[src/rtl/seg7_pkg.sv]
// Shared types and constants for the seven-segment scan driver.
// Active-low font table and parameter limits live here.
package seg7_pkg;

  typedef logic [3:0] nibble_t;

  localparam logic [6:0] SEG_BLANK = 7'h7F;

  // Index 15 first: F E d C b A 9 8 7 6 5 4 3 2 1 0
  localparam logic [15:0][6:0] FONT = {
    7'h0E, 7'h06, 7'h21, 7'h46,
    7'h03, 7'h08, 7'h10, 7'h00,
    7'h78, 7'h02, 7'h12, 7'h19,
    7'h30, 7'h24, 7'h79, 7'h40
  };

  localparam int MIN_DIGITS      = 1;
  localparam int MAX_DIGITS      = 8;
  localparam int MIN_REFRESH_DIV = 2;

endpackage

[src/rtl/seven_segment_font.sv]
// Combinational hex nibble to active-low segment decoder.
// Bit 0 = segment a .. bit 6 = segment g.
module seven_segment_font
  import seg7_pkg::*;
(
  input  nibble_t    nib_i,
  output logic [6:0] seg_o
);

  assign seg_o = FONT[nib_i];

endmodule

[src/rtl/seven_segment_scan_driver.sv]
// Multiplexed common-anode seven-segment driver with frame-aligned commit.
// Optional LEADING_ZERO_BLANK_EN darkens leading zero digits above digit 0.
module seven_segment_scan_driver
  import seg7_pkg::*;
#(
  parameter int NUM_DIGITS   = 4,
  parameter int REFRESH_DIV  = 50000,
  parameter int GHOST_CYCLES = 2
) (
  input  logic                    clk,
  input  logic                    rst_n,
  input  logic                    load_valid,
  output logic                    load_ready,
  input  logic [4*NUM_DIGITS-1:0] load_value,
  input  logic [NUM_DIGITS-1:0]   load_blank,
  input  logic [NUM_DIGITS-1:0]   load_dp,
  output logic [6:0]              seg,
  output logic                    seg_dp,
  output logic [NUM_DIGITS-1:0]   an,
  output logic                    frame_done
);

  localparam int CW = $clog2(REFRESH_DIV);
  localparam int IW = (NUM_DIGITS > 1) ? $clog2(NUM_DIGITS) : 1;
  localparam int VW = 4 * NUM_DIGITS;

  localparam logic [CW-1:0] CNT_LAST  = CW'(REFRESH_DIV - 1);
  localparam logic [CW-1:0] CNT_GHOST = CW'(GHOST_CYCLES);
  localparam logic [IW-1:0] IDX_LAST  = IW'(NUM_DIGITS - 1);

  if (NUM_DIGITS < MIN_DIGITS || NUM_DIGITS > MAX_DIGITS ||
      REFRESH_DIV < MIN_REFRESH_DIV ||
      GHOST_CYCLES >= REFRESH_DIV) begin : g_param_err
    $error("seven_segment_scan_driver: parameter out of range");
  end

  logic [CW-1:0]         cnt_q, cnt_d;
  logic [IW-1:0]         idx_q, idx_d;
  logic [VW-1:0]         disp_val_q, sh_val_q;
  logic [NUM_DIGITS-1:0] disp_blk_q, sh_blk_q;
  logic [NUM_DIGITS-1:0] disp_dp_q, sh_dp_q;
  logic                  pend_q;

  logic [6:0]            seg_q, seg_d;
  logic                  seg_dp_q, seg_dp_d;
  logic [NUM_DIGITS-1:0] an_q, an_d;
  logic                  fd_q;

  logic tick, wrap, accept, commit;

  assign tick   = (cnt_q == CNT_LAST);
  assign wrap   = tick && (idx_q == IDX_LAST);
  assign accept = load_valid && !pend_q;
  assign commit = wrap && pend_q;

  assign cnt_d = tick ? '0 : cnt_q + 1'b1;
  assign idx_d = !tick ? idx_q :
                 (idx_q == IDX_LAST) ? '0 : idx_q + 1'b1;

  nibble_t    nib;
  logic       dark;
  logic [6:0] font_seg;
`ifdef LEADING_ZERO_BLANK_EN
  logic       lz_zero;
`endif

  always_comb begin
    nib      = '0;
    dark     = 1'b0;
    seg_dp_d = 1'b1;
    an_d     = '1;
`ifdef LEADING_ZERO_BLANK_EN
    lz_zero  = 1'b1;
`endif
    for (int i = NUM_DIGITS - 1; i >= 0; i--) begin
`ifdef LEADING_ZERO_BLANK_EN
      lz_zero = lz_zero && (disp_val_q[4*i +: 4] == 4'h0);
`endif
      if (idx_q == IW'(i)) begin
        nib      = disp_val_q[4*i +: 4];
        dark     = disp_blk_q[i];
        seg_dp_d = ~disp_dp_q[i];
`ifdef LEADING_ZERO_BLANK_EN
        if (i > 0 && lz_zero) dark = 1'b1;
`endif
        // Anodes stay off during the ghost window at slot start
        if (cnt_q >= CNT_GHOST) an_d[i] = 1'b0;
      end
    end
  end

  seven_segment_font u_font (
    .nib_i (nib),
    .seg_o (font_seg)
  );

  assign seg_d = dark ? SEG_BLANK : font_seg;

  always_ff @(posedge clk) begin
    if (!rst_n) begin
      cnt_q      <= '0;
      idx_q      <= '0;
      disp_val_q <= '0;
      disp_blk_q <= '0;
      disp_dp_q  <= '0;
      sh_val_q   <= '0;
      sh_blk_q   <= '0;
      sh_dp_q    <= '0;
      pend_q     <= 1'b0;
      seg_q      <= SEG_BLANK;
      seg_dp_q   <= 1'b1;
      an_q       <= '1;
      fd_q       <= 1'b0;
    end else begin
      cnt_q <= cnt_d;
      idx_q <= idx_d;
      if (commit) begin
        disp_val_q <= sh_val_q;
        disp_blk_q <= sh_blk_q;
        disp_dp_q  <= sh_dp_q;
        pend_q     <= 1'b0;
      end else if (accept) begin
        pend_q <= 1'b1;
      end
      if (accept) begin
        sh_val_q <= load_value;
        sh_blk_q <= load_blank;
        sh_dp_q  <= load_dp;
      end
      seg_q    <= seg_d;
      seg_dp_q <= seg_dp_d;
      an_q     <= an_d;
      fd_q     <= wrap;
    end
  end

  assign load_ready = ~pend_q;
  assign seg        = seg_q;
  assign seg_dp     = seg_dp_q;
  assign an         = an_q;
  assign frame_done = fd_q;

endmodule

[config.mk]
export PLATFORM = sky130hd
export DESIGN_NAME = seven_segment_scan_driver
export DESIGN_NICKNAME = d
export VERILOG_FILES = /design/src/rtl/seg7_pkg.sv /design/src/rtl/seven_segment_font.sv /design/src/rtl/seven_segment_scan_driver.sv
export SDC_FILE = /design/constraint.sdc
export NUM_CORES = 1
export LEC_CHECK = 0
export ABC_AREA = 1
export ABC_CLOCK_PERIOD_IN_PS = 4600
export CORE_MARGIN = 1
export CORE_UTILIZATION = 55
export DETAILED_ROUTE_END_ITERATION = 16
export PLACE_DENSITY = 0.76
export SKIP_CTS_REPAIR_TIMING = 1
export SLEW_MARGIN = 20
export SYNTH_ARGS = -nofsm -noshare
export SYNTH_HDL_FRONTEND = slang
export SYNTH_HIERARCHICAL = 1
export SYNTH_SLANG_ARGS = --single-unit
export TNS_END_PERCENT = 30
[constraint.sdc]
create_clock -name clk -period 4.6 [get_ports clk]
set_input_delay 1.15 -clock clk [delete_from_list [all_inputs] [get_ports clk]]
set_output_delay 1.15 -clock clk [all_outputs]
set_load 0.02 [all_outputs]
Yosys cells after proc, flatten, opt, wreduce, memory -nomap -nowiden. Memory sizes are Yosys's and may differ from the RTL's. A register that Yosys moved wholly into a read port is not among the register bits. Cells that the tools add are included.

Flip-flop bits (word level): 73. Bits in latches: 0. Bits in writable memories: 0. Memory bits (read-only): 112. Input bits: 27. Memories: 1.

Add/sub/neg operators: 2. Multiply operators: 0. Divide/modulo/power cells: 0. $lt $le $gt $ge: 1. Equal/unequal tests: 4. Shifts and indexed selects: 0. Mux-type cells: 14. Bitwise operators: 6. Reductions and logical operators: 12.

Memory list: (no name shown) (depth 16, width 7, read ports 1, clocked after Yosys merged registers in 1, wr ports 0, line seven_segment_font.sv:10) `assign seg_o = FONT[nib_i];`.

Operators with widths (number): 16-bit by 1-bit adder with 16-bit output (second input constant) (1); 16-bit == test (second input constant) (1); 16-bit by 2-bit >= comparator with 1-bit output (second input constant) (1); 4-bit 2-to-1 mux (4); 1-bit 2-to-1 mux (9); 2-bit AND reduction (4); 1-bit inverter (6); 2-bit OR reduction (3); 2-bit == test (second input constant) (2); 1-bit logical AND (3); 2-bit by 1-bit adder with 2-bit output (second input constant) (1); 2-bit by 1-bit == test with 1-bit output (second input constant) (1); 2-bit logical NOT (1); 2-bit 2-to-1 mux (1); 1-bit logical NOT (1).

Depth between registers and ports, before layout. Gate-level depths: netlist of the first run.

Depth after elaboration: 6. Depth in mapped cells: 13. Mapped depth without buffers: 13.

Modules after synthesis. The synthesis of the first run kept the hierarchy.

By module, submodules not included: seven_segment_scan_driver (instances 1, cells an instance 465, area each 3367.0 µm², seq. area each 1601.5 µm²); seven_segment_font (instances 1, cells an instance 49, area each 274.0 µm², seq. area each 0.0 µm²).

Worst setup path before layout of the first run. Ideal clock, no wire load.

Path kind: flip-flop to flip-flop. From: reg idx_q[0]. To: reg seg_q[3], in the netlist seg[3]. Data arrival time: 2.046 ns. Path slack: 2.418 ns. Cell stages (with the launch flop): 13. Buffers on the path: 1. Clock period less this slack: 2.182 ns. Cells stage by stage: dfxtp_1 -> inv_1 -> ha_1 -> clkbuf_1 -> inv_1 -> o21ai_0 -> o22ai_1 -> inv_1 -> ha_1 -> nand2_1 -> nand3_1 -> nand2_1 -> nand3b_1.

Elaborated cells on any way between the ends: 13. Those cells by class: 3 x eq/ne; 8 x mux; 2 x reduce/logical.

RTL lines: start, declared (line seven_segment_scan_driver.sv:38) `logic [IW-1:0] idx_q, idx_d;`; start signal, assigned (line seven_segment_scan_driver.sv:116) `idx_q <= idx_d;`; 2-bit == test (line seven_segment_scan_driver.sv:79) `if (idx_q == IW'(i)) begin`; 4-bit 2-to-1 mux (3 in a row) (line seven_segment_scan_driver.sv:79); 4-bit 2-to-1 mux (*) (line seven_segment_scan_driver.sv:79); via nib[1] (line seven_segment_scan_driver.sv:60) `nibble_t nib;`; end, declared (line seven_segment_scan_driver.sv:44) `logic [6:0] seg_q, seg_d;`.

The timed path passes the listed nets; every way through them passes the cells marked *. A chain may end at the register's enable or synchronous reset.

Worst setup path in the final report of the first run. Ends and elaborated chain as after synthesis.

==> metrics.yaml, run 1 <==
global_route:
  number_of_antenna_violations_at_the_first_check_in_global_routing: 0
  first_global_vias: 3032
  grtUsageTotal: 0.230
  grt_start_max_net_pins: 58
  wire_length_of_the_first_global_routing_pass_um: 13000
  total_congestion_overflow_after_global_routing: 0
final_layout:
  final_nets: 588
  flow.area_growth_from_synthesis_pct: 16.6
  n_antenna_cell: 0
  drive_above_1_share: 0.0669
  fill_cells: 588
placed_design:
  detailed_place_hpwl_um: 4970
  placement.io_buffers: 40
  routabilityCongestion: 0.826
  placement.setup.worst_slack_ns: 1.74
synthesis:
  ys_seq_elements: 80
  synthDominantCellAreaShare: 0.440
  asyncSetResetFlopFracSynth: 0
  postSynthCellCount: 514
  synth_warnings: 6
  yosys.cell_types.count: 31
  yosysTopAreaCell: "sky130_fd_sc_hd__dfxtp_1"
  synth_area_per_cell_um2: 7.08
  synthesis.area_um2: 3640
  top_cells_by_count_synth: "115 x sky130_fd_sc_hd__nor2_1, 103 x sky130_fd_sc_hd__nand2_1, 80 x sky130_fd_sc_hd__dfxtp_1, 54 x sky130_fd_sc_hd__inv_1, 38 x sky130_fd_sc_hd__o21ai_0"
  yosys.cell_count.top_type: "sky130_fd_sc_hd__nor2_1"
  dominantRegCellSynth: "sky130_fd_sc_hd__dfxtp_1"
  synth_edf_count: 0
  yosysSeqAreaShare: 0.440
  synth.area.top_cells: "sky130_fd_sc_hd__dfxtp_1 44%, sky130_fd_sc_hd__nor2_1 12%, sky130_fd_sc_hd__nand2_1 11%"
  synth_fp_nets: 554
route:
  detail_route.first_pass.iterations: 4
  average_wire_per_standard_cell_um: 11.3
  via_per_inst: 4.96
  detailedRoute.firstIterationViolations: 107
  postRouteAntennaNets: 0
  drc: 0
  vias: 3125
  route.final.wire_length_um: 7090
die:
  die_h_um: 83.4
  die_width_um: 83.4
  floorplan.initialDensity: 0.570
  ioPinCount: 41
  rows: 29
  fp.coreArea_um2: 6390
  dieArea_um2: 6950
setup_path:
  setup.worst_path.end_class: "flip-flop"
  data_required_time_at_the_worst_endpoint_ns: 4.81
  timing.critical_path.arrival_ns: 2.87
  critical_path.max_fanout: 12
  setup.worst_path.class: "reg -> reg"
  start_kind: "flip-flop"
sta:
  final.period_utilization: 0.578
  final_hold_viol_count: 0
  report.final.setup_viol: 0
  max_clock_freq_mhz: 376
  final_critical_path_setup_slack_ns: 1.94
  slew_worst_pin_ns: 1.00
  fin_skew_ns: 0.00883
  rsz0062_at_grt: "no"
  timing_max_transition_violations_final: 0
  layout_min_cycle_time_ns: 2.66
  worst_rel_slew_slack: 0.330
  setup-tns-final_ns: 0
clocking:
  tritoncts: "built"
  clock_path_buffers: 2
  numCtsBuffers: 9
  cts_max_level: 3
  clock-sinks: 80
  clkLatencyLatePin_ns: 0.35
  cts_root_buffer: "sky130_fd_sc_hd__clkbuf_8"
  cts.clk_slew.worst_paths_ns: 0.08
min_path:
  min-delay-path-class: "reg -> reg"
power_and_ir_drop:
  p_leak_nw: 1.91
  ir_drop_mv: 0.238
  power_density_nw_per_um2: 306
status:
  run_status: "complete, no violations"
run:
  max_cap_violations: 0
per-stage QoR:
step	cells	total power (W)	instance area, um2	hold slack, ns	util
global placement	614	0.000828	4050	0.445	0.635
finish	630	0.00130	4250	0.466	0.665
CTS	630	0.00131	4250	0.471	0.665
floorplan	514	0.000787	3640	0.430	-
global route	630	0.00135	4250	0.498	0.665
detailed placement	614	0.000831	4050	0.453	0.635
placed cells by master (no fill, tap or decap), types with 3 or more instances in the layout:
master / synthesis / final
sky130_fd_sc_hd__clkinvlp_4: 0 / 3
sky130_fd_sc_hd__nor2_4: 3 / 3
sky130_fd_sc_hd__a21oi_1: 16 / 16
sky130_fd_sc_hd__xor2_1: 3 / 3
sky130_fd_sc_hd__nand3b_1: 7 / 7
sky130_fd_sc_hd__o21ai_0: 38 / 38
sky130_fd_sc_hd__ha_1: 13 / 13
sky130_fd_sc_hd__nor2_1: 115 / 115
sky130_fd_sc_hd__inv_1: 54 / 54
sky130_fd_sc_hd__nor3_1: 5 / 5
sky130_fd_sc_hd__o211ai_1: 3 / 3
sky130_fd_sc_hd__nand2_1: 103 / 103
sky130_fd_sc_hd__dfxtp_1: 80 / 80
sky130_fd_sc_hd__clkbuf_8: 0 / 12
sky130_fd_sc_hd__nor2_2: 11 / 11
sky130_fd_sc_hd__nand4_1: 4 / 4
sky130_fd_sc_hd__clkdlybuf4s50_1: 0 / 40
sky130_fd_sc_hd__nand3_1: 21 / 21
where the power goes:
group	total [W]	internal (W)	switching, W
sequential	0.000729	0.000715	0.0000137
combinational	0.0000852	0.0000416	0.0000435
clock	0.000485	0.000239	0.000246
cell type report:
class,instances,area [um2],share of cell area
Sequential cell,80,1600,0.377
Clock buffer,12,165,0.0389
Tap cell,77,96.3,0.0227
Multi-Input combinational cell,358,1730,0.406
Timing Repair Buffer,42,415,0.0978
Inverter,57,214,0.0504
Clock inverter,4,27.5,0.00648
layer usage:
metal / vias to the layer above / share of wire / GRT usage / wire [um]
met5: - / 0 / 0 / 0
met4: 0 / 0.015 / 0.105 / 106
met3: 8 / 0.038 / 0.0467 / 268
met2: 57 / 0.50 / 0.400 / 3510
met1: 1392 / 0.45 / 0.272 / 3200
li1: 1668 / - / - / -
worst max-delay path, stage by stage (launching register included):
cell and delay (ns):
sky130_fd_sc_hd__dfxtp_1 0.36, sky130_fd_sc_hd__inv_1 0.10, sky130_fd_sc_hd__ha_1 0.27, sky130_fd_sc_hd__inv_1 0.16, sky130_fd_sc_hd__o21ai_0 0.10, sky130_fd_sc_hd__o211ai_1 0.14, sky130_fd_sc_hd__a22oi_1 0.70, sky130_fd_sc_hd__inv_1 0.24
sky130_fd_sc_hd__nand2_1 0.14, sky130_fd_sc_hd__nand2_1 0.06, sky130_fd_sc_hd__nand2_1 0.05, sky130_fd_sc_hd__nand2_1 0.05, sky130_fd_sc_hd__nand3b_1 0.15
state kept, by name, summed over array words and instances (netlist names), 2 cells and up:
name	count
sh_dp_q	4
disp_blk_q	4
cnt_q	16
idx_q	2
sh_val_q	16
disp_val_q	16
sh_blk_q	4
an	4
seg	7
disp_dp_q	4
logic make-up (layout without fill, tap and decap cells):
group,Yosys count,count (layout),share of synthesized area
DFF,80,80,0.440
adders and majority gates,13,13,0.0447
buffers and inverters,76,115,0.0863
AOI/OAI and AO/OA,65,65,0.0952
and+or+nand+nor,276,276,0.324
xor gates and xnor gates,4,4,0.00962
worst paths after layout:
path                 start  endpoint  slack (ns)  depth (start not counted)
setup / recovery  idx_q[0]    seg[3]        1.94                         12
hold / removal    cnt_q[0]  cnt_q[0]        0.47                          1
setup reg to reg  idx_q[0]    seg[3]        1.94                         12
hold reg to reg   cnt_q[0]  cnt_q[0]        0.47                          1
Power figures use the tool's default switching activity.
==> run 2, diff against run 1 <==
--- a/config.mk
+++ b/config.mk
@@ -6,7 +6,7 @@
 export NUM_CORES = 1
 export LEC_CHECK = 0
 export ABC_AREA = 1
-export ABC_CLOCK_PERIOD_IN_PS = 4600
+export ABC_CLOCK_PERIOD_IN_PS = 2500
 export CORE_MARGIN = 1
 export CORE_UTILIZATION = 55
 export DETAILED_ROUTE_END_ITERATION = 16
==> constraint.sdc (replaced) <==
create_clock -name clk -period 2.5 [get_ports clk]
set_input_delay 0.625 -clock clk [delete_from_list [all_inputs] [get_ports clk]]
set_output_delay 0.625 -clock clk [all_outputs]
set_load 0.02 [all_outputs]
==> run 2 against run 1 <==
  * Clock skew is 0.0020 ns lower
  * Final area is 2.2% higher
  * Count of clock-buffer cells in the layout is 1 lower
  * Fmax is 16% higher
  * Via count is 1.5% higher
  * Sequential power is 84% higher
  * Combinational power is 85% higher
  * Total power is 93% higher
  * Sequential share of layout area is 0.82 points lower
  * Core utilization is 1.5 points higher
  * Critical path type unchanged
==> metrics.yaml, run 2 (synthesized netlist as in run 1, its figures left out) <==
setup_path:
  timing.critical_path.cells: "inv_1 > ha_2 > inv_1 > o21ai_0 > nor2_1 > o22ai_2 > inv_1 > ha_1 > nand2_1 > nand3_1 > nand2_1 > nand3b_1"
  critical_path.max_fanout: 9  # -3
  setup.worst_path.class: "reg -> reg"
  r2r-start: "idx_q[0]"
  setup.worst_path.end_class: "flip-flop"
  cp_common_cell: "sky130_fd_sc_hd__inv_1"
  critical_path.max_stage_delay_ns: 0.35  # -0.35 ns
  start_kind: "flip-flop"
  crit_start: "idx_q[0]"
  timing.reg2reg.setup_slack_ns: 0.21  # -1.73 ns
  timing.critical_path.arrival_ns: 2.50  # -0.37 ns
  crit_end: "seg[3]"
  r2r.worst_path.cells: 12  # unchanged
  critical-path-top-delay-family: "adder cells"
  levels_on_crit_path: 12  # unchanged
  data_required_time_at_the_worst_endpoint_ns: 2.71  # -2.10 ns
  critical_path_buf_inv_count: 3  # unchanged
  regToRegEndpoint: "seg[3]"
  critical-path-slowest-cell: "sky130_fd_sc_hd__dfxtp_1"
sta:
  timing_max_transition_violations_final: 0  # unchanged
  final_critical_path_setup_slack_ns: 0.213  # -1.73 ns
  worst_rel_slew_slack: 0.551  # +0.220
  layout_min_cycle_time_ns: 2.29  # -0.373 ns
  max_clock_freq_mhz: 437  # +16%
  final_hold_viol_count: 0  # unchanged
  report.final.setup_viol: 0  # unchanged
  final.period_utilization: 0.915  # +0.337
  fin_skew_ns: 0.00684  # -0.00199 ns
  slew_worst_pin_ns: 0.673  # -0.330 ns
final_layout:
  final_nets: 596  # +1.4%
  most_frequent_cells_in_the_layout: "115 x sky130_fd_sc_hd__nor2_1, 103 x sky130_fd_sc_hd__nand2_1, 80 x sky130_fd_sc_hd__dfxtp_1, 54 x sky130_fd_sc_hd__inv_1, 40 x sky130_fd_sc_hd__clkdlybuf4s50_1"
  finalInstanceArea_um2: 4340  # +2.2%
  final_common_cell: "sky130_fd_sc_hd__nor2_1"
  flow.area_growth_from_synthesis_pct: 19.2
  n_antenna_cell: 0  # unchanged
  drive_above_1_share: 0.0823  # +0.0154
  biggestRegsByFlops: "cnt_q x16, disp_val_q x16, sh_val_q x16"
route:
  average_wire_per_standard_cell_um: 11.5  # +2.2%
  via_per_inst: 4.99  # +0.51%
  vias: 3171  # +1.5%
  route.final.wire_length_um: 7310  # +3.2%
  drc: 0  # unchanged
  detail_route.first_pass.iterations: 4  # unchanged
  postRouteAntennaNets: 0  # unchanged
  detailedRoute.firstIterationViolations: 114  # +6.5%
placed_design:
  dpl_cell_area_um2: 4090  # +0.93%
  routabilityCongestion: 0.844  # +2.2%
  placement.io_buffers: 40  # unchanged
  detailed_place_hpwl_um: 5010  # +0.71%
  placement.setup.worst_slack_ns: 0.0922  # -1.65 ns
die:
  die_width_um: 83.4  # unchanged
  ioPinCount: 41  # unchanged
  rows: 29  # unchanged
  floorplan.initialDensity: 0.570  # unchanged
  die_h_um: 83.4  # unchanged
  fp.coreArea_um2: 6390  # unchanged
  dieArea_um2: 6950  # unchanged
clocking:
  clock_path_buffers: 2  # unchanged
  numCtsBuffers: 9  # unchanged
  cts.clk_slew.worst_paths_ns: 0.08  # about the same
  tritoncts: "built"
  clkLatencyLatePin_ns: 0.35  # about the same
  cts_max_level: 3  # unchanged
  cts_root_buffer: "sky130_fd_sc_hd__clkbuf_8"
  clock-sinks: 80  # unchanged
status:
  run_status: "complete, no violations"
power_and_ir_drop:
  p_leak_nw: 1.96  # +2.7%
  power_density_nw_per_um2: 579  # +89%
  ir_drop_mv: 0.388  # +63%
min_path:
  min-delay-path-class: "reg -> reg"
global_route:
  wire_length_of_the_first_global_routing_pass_um: 13000  # about the same
  number_of_antenna_violations_at_the_first_check_in_global_routing: 0  # unchanged
  total_congestion_overflow_after_global_routing: 0  # unchanged
  grt_start_max_net_pins: 50  # -14%
  grtUsageTotal: 0.229  # -0.000850
  first_global_vias: 2940  # -3.0%
run:
  max_cap_violations: 0  # unchanged
run 2: cell count changes in the layout (fill, tap and decap cells not counted), sizes merged:
| cell | delta |
|---|---|
| buf | +8 |
| bufinv | +2 |
| clkinv | -1 |
| clkinvlp | -2 |
| clkbuf | -1 |
run 2: worst min-delay path by stage:
stage | from | endpoint | slack, ns | depth (start not counted)
after floorplan | cnt_q[0] | cnt_q[0] | 0.43 | 1
after global placement | cnt_q[0] | cnt_q[0] | 0.45 | 1
after detailed placement | cnt_q[0] | cnt_q[0] | 0.46 | 1
after CTS | cnt_q[0] | cnt_q[0] | 0.49 | 1
after global routing | sh_val_q[13] | disp_val_q[13] | 0.52 | 2
final | cnt_q[0] | cnt_q[0] | 0.48 | 1
run 2: per-layer routing:
layer	track usage	share of wire	vias up
li1	-	-	1691
met1	0.290	0.47	1402
met2	0.370	0.48	66
met3	0.0408	0.033	12
met4	0.125	0.016	0
met5	0	0	-
run 2: per-stage QoR:
stage                     hold slack, ns  power, W  TNS (ns)   util  instances
after floorplan                    0.430   0.00145         0      -        514
after global placement             0.448   0.00153         0  0.640        619
after detailed placement           0.465   0.00153         0  0.640        619
after CTS                          0.486   0.00253         0  0.673        633
after global routing               0.516   0.00261   -0.0101  0.679        636
final                              0.477   0.00251         0  0.679        636
run 2: cell type report:
| type | instances | area, um2 |
|---|---|---|
| fill | 569 | 2050 |
| multi-input combinational | 358 | 1740 |
| sequential | 80 | 1600 |
| timing repair buffer | 50 | 475 |
| inverter | 57 | 214 |
| clock buffer | 11 | 141 |
| tap | 77 | 96.3 |
| clock inverter | 3 | 67.6 |
run 2: power breakdown:
group	internal [W]	switching, W
logic	0.0000775	0.0000805
clock network	0.000579	0.000435
registers	0.00132	0.0000234
